## src/rtl/mar_burst_decoder.sv

```systemverilog
// Memory address register with one-hot word-select decode, single-step
// increment with overflow flagging, and a self-timed burst walker.
//
// Handshake note: there is no valid/ready pair on this block. Command inputs
// (lm, burst_start, inc) are sampled on every rising edge while IDLE, and
// are ignored entirely while busy is high. busy is the only back-pressure
// indication the sequencer gets.
module mar_burst_decoder #(
  parameter int AW   = 4,
  parameter bit WRAP = 1'b1
) (
  input  logic              clk,
  input  logic              rst,
  input  logic [AW-1:0]     win,
  input  logic              lm,
  input  logic              inc,
  input  logic              oe,
  input  logic              burst_start,
  input  logic [AW-1:0]     burst_len,
  output logic [AW-1:0]     addr,
  output logic [2**AW-1:0]  sel,
  output logic              busy,
  output logic              done,
  output logic              ovf,
  output logic              dbg_state
);

  typedef enum logic {
    IDLE  = 1'b0,
    BURST = 1'b1
  } state_t;

  localparam logic [AW-1:0] TOP = '1;

  state_t        state_q, state_d;
  logic [AW-1:0] addr_q, addr_d;
  logic [AW-1:0] cnt_q, cnt_d;
  logic          ovf_q, ovf_d;

  logic          at_top;
  logic [AW-1:0] addr_inc;

  // Successor address: wraps to zero or sticks at the top address.
  always_comb begin
    at_top   = (addr_q == TOP);
    addr_inc = addr_q + 1'b1;
    if (at_top) begin
      addr_inc = WRAP ? '0 : TOP;
    end
  end

  // State register; reset is asynchronous so a mid-burst reset acts at once.
  always_ff @(posedge clk or posedge rst) begin
    if (rst) begin
      state_q <= IDLE;
      addr_q  <= '0;
      cnt_q   <= '0;
      ovf_q   <= 1'b0;
    end else begin
      state_q <= state_d;
      addr_q  <= addr_d;
      cnt_q   <= cnt_d;
      ovf_q   <= ovf_d;
    end
  end

  // Next-state logic: IDLE honours lm > burst_start > inc; BURST counts down.
  always_comb begin
    state_d = state_q;
    addr_d  = addr_q;
    cnt_d   = cnt_q;
    ovf_d   = 1'b0;
    unique case (state_q)
      IDLE: begin
        if (lm) begin
          addr_d = win;
        end else if (burst_start) begin
          addr_d  = win;
          cnt_d   = burst_len;
          state_d = BURST;
        end else if (inc) begin
          addr_d = addr_inc;
          ovf_d  = at_top;
        end
      end
      BURST: begin
        if (cnt_q != '0) begin
          addr_d = addr_inc;
          cnt_d  = cnt_q - 1'b1;
          ovf_d  = at_top;
        end else begin
          state_d = IDLE;
        end
      end
      default: begin
        state_d = IDLE;
      end
    endcase
  end

  // One-hot word select, gated by the output enable.
  always_comb begin
    sel = '0;
    if (oe) begin
      sel[addr_q] = 1'b1;
    end
  end

  assign addr      = addr_q;
  assign busy      = (state_q == BURST);
  assign done      = (state_q == BURST) && (cnt_q == '0);
  assign ovf       = ovf_q;
  assign dbg_state = state_q;

endmodule

```

## config.mk

```make
export PLATFORM = sky130hd
export DESIGN_NAME = mar_burst_decoder
export DESIGN_NICKNAME = d
export VERILOG_FILES = /design/src/rtl/mar_burst_decoder.sv
export SDC_FILE = /design/constraint.sdc
export NUM_CORES = 1
export LEC_CHECK = 0
export CORE_ASPECT_RATIO = 1.4
export CORE_MARGIN = 2
export CORE_UTILIZATION = 40
export DETAILED_ROUTE_END_ITERATION = 8
export PLACE_DENSITY = 0.86
export SYNTH_ARGS = -nofsm -noshare
export SYNTH_HDL_FRONTEND = slang
export SYNTH_SLANG_ARGS = --single-unit
export TNS_END_PERCENT = 10
```

## constraint.sdc

```tcl
create_clock -name clk -period 1.7 [get_ports clk]
set_clock_uncertainty 0.15 [all_clocks]
set_input_delay 0.34 -clock clk [delete_from_list [all_inputs] [get_ports clk]]
set_output_delay 0.34 -clock clk [all_outputs]
set_load 0.01 [all_outputs]
```

==> metrics <==
status complete, but fails checks; failing checks negative setup slack; number of synthesized flops with an enable pin 0; maximum buffer depth of the clock tree 2; CTS tree yes; critical path class reg2out; Synth async-reset ratio 100.0%; Synth Instances 102; total gr overflow 0; syn nets 123; port bufs 37; gpl congestion 0.9633; Leak 0.7293 nW; row count 19; placed inst area 1331 um2; Core Footprint 1926 um2; setup ws final -0.1593 ns; Final Max Tran Viols 0; HP Class in2async; Reg2Reg Setup Slack -0.02 ns; Final HPWL DP 2.013 mm; clock power share 8.4%; Final Hold Fails 0; Reg clk slew, reported paths 0.07 ns; P&R area growth vs syn 92.94%; pre-CTS setup slack -0.5072 ns; combinational share of power 74.9%; vias per cell 5.416; die width 41.73 um; largest net degree at the start of global routing 18; startpoint types register; GRT Util Overall 27.34%; wirelength, routed 3.089 mm; final instance area 1538 um2; Worst path max stage delay 0.42 ns; vias in the first global route 1071; layout net count 191; Inserted Diodes 0; Detail Route Antenna Nets 0; sequential-to-total area share from yosys stat 31.40%; cts hold-fix bufs 0; Top Family by Delay on Critical Path flip-flops; Initial Utilization 41.39%; final setup violation count 20; Synth Area per Inst 7.814 um2; max_slew headroom 72.43%; Root Buffer clkbuf_4; fin crit share 109.4%; register bit total from synthesis 10; switching share of total power 44.21%; Synth Flop Type dfrtp_1; P_int 1.483 mW; Yosys cell types 31; Worst EP required 1.21 ns; clk_lat worst skew 0.28 ns; Ports 38; worst slew pin tran 0.4130 ns; Critical Path Fanout Max 4; initial antenna violation count 0; Avg WL per Cell 16.26 um; Critical Path AT 1.37 ns; first-pass GRT wire length 4.912 mm; crit-path cells buf_4 -> ha_4 -> nand2_4 -> nor2_2 -> clkdlybuf4s15_2; Worst VDD drop 0.001093 V; Sw Pwr 1.175 mW; post-layout minimum cycle time 1.859 ns; CTS Buf Count 3; die height 56.82 um; Seq pwr share 16.7%; most common cell after layout, fill and taps aside buf_4; Fillers 140; H-tree depth 1; WP buf/inv 2; initial detailed-routing violation count 17; die area 2371 um2; synthesized cell area 797.0 um2; hold slack final 0.1992 ns; Via Count 1029; CP Capture Type output port; FMAX 537.8 MHz; PD cells 1728 nW/um2; Pwr Total 2.657 mW; RSZ-0062 raised after global routing yes; Util after Layout 79.86%; layout cell share with drive strength beyond 1 53.85%; most frequent cells in the layout 28 x buf_4, 16 x buf_2, 13 x clkdlybuf4s50_1; clock sinks 10; DRT Pass-1 Iters 4; maxcap violations 0; DRC viols 0; crit path max-delay cell type dfrtp_1; Ys Warns 0
-- per-layer routing --
layer / wire length [um] / track usage (%) / vias up
li1: - / - / 486
met1: 961 / 24.90 / 477
met2: 1838 / 56.25 / 54
met3: 149 / 3.537 / 12
met4: 140 / 12.44 / 0
met5: 0 / 0 / -
-- through the flow --
| step | setup TNS, ns | instances |
|---|---|---|
| floorplan | 0 | 102 |
| finish | -2.134 | 190 |
| detailed placement | -8.777 | 177 |
| global placement | -7.653 | 177 |
| CTS | -1.886 | 188 |
| global route | -3.429 | 190 |
-- final cells by class --
cell class	count	area, um2	share of cell area [%]
repair buffers	67	520.5	33.85
multi-input cells	80	669.4	43.53
well taps	21	26.28	1.709
clock buffers	4	36.28	2.360
flip-flops and latches	10	250.2	16.27
inverters	8	35.03	2.278
-- kinds of logic (layout without fill, tap and decap cells) --
group | after synthesis | after routing | share of synthesized area, %
adders and majority gates | 7 | 7 | 10.99
buffers and inverters | 12 | 79 | 6.280
DFF | 10 | 10 | 31.40
AOI/OAI and AO/OA | 22 | 22 | 19.31
muxes | 1 | 1 | 1.256
and+or+nand+nor | 50 | 50 | 30.77
-- cells in the mapped netlist, drive strengths merged, types with 2 or more instances --
library cell | number | share of area (%)
ha | 7 | 11
o21ai | 4 | 2.5
clkbuf | 2 | 0.94
nor2 | 19 | 8.9
nand2b | 3 | 2.4
nor3 | 6 | 4.4
inv | 8 | 3.8
o21bai | 2 | 3.3
nand3 | 6 | 3.8
a21oi | 9 | 6.1
dfrtp | 10 | 31
buf | 2 | 1.6
nor2b | 2 | 1.6
a2bb2oi | 2 | 2.2
nand2 | 9 | 4.2
-- path summary, 6_finish.rpt --
path,start,to,depth (start not counted)
max,addr[1]$_DFFE_PP0P_,sel[11],5
min,rst,cnt_q[1]$_DFFE_PP0P_,2
max reg2reg,addr[0]$_DFFE_PP0P_,addr[2]$_DFFE_PP0P_,8
min reg2reg,cnt_q[0]$_DFFE_PP0P_,cnt_q[0]$_DFFE_PP0P_,2
max in group asynchronous,rst,addr[2]$_DFFE_PP0P_,2
min in group clk,cnt_q[0]$_DFFE_PP0P_,cnt_q[0]$_DFFE_PP0P_,2
-- registers in the layout, indices dropped and copies added (netlist names) --
signal and count:
addr 4, cnt_q 4, busy 1, ovf 1
-- power by group through the flow --
stage / Combinational, mW / Sequential, mW / Clock, mW
floorplan: 0.701 / 0.492 / 0
global placement: 1.40 / 0.444 / 0
detailed placement: 1.47 / 0.450 / 0
CTS: 1.74 / 0.443 / 0.228
global route: 2.15 / 0.464 / 0.237
finish: 1.99 / 0.444 / 0.224
-- repair_timing --
action                                  4_1_cts  5_1_grt
gates resized for setup                     108       17
buffers inserted                              8        2
pin swaps                                    10        7
endpoints found under the setup margin       28       24
hold endpoints to repair                      0        0
Note: power is estimated with default switching activity, not from simulation.
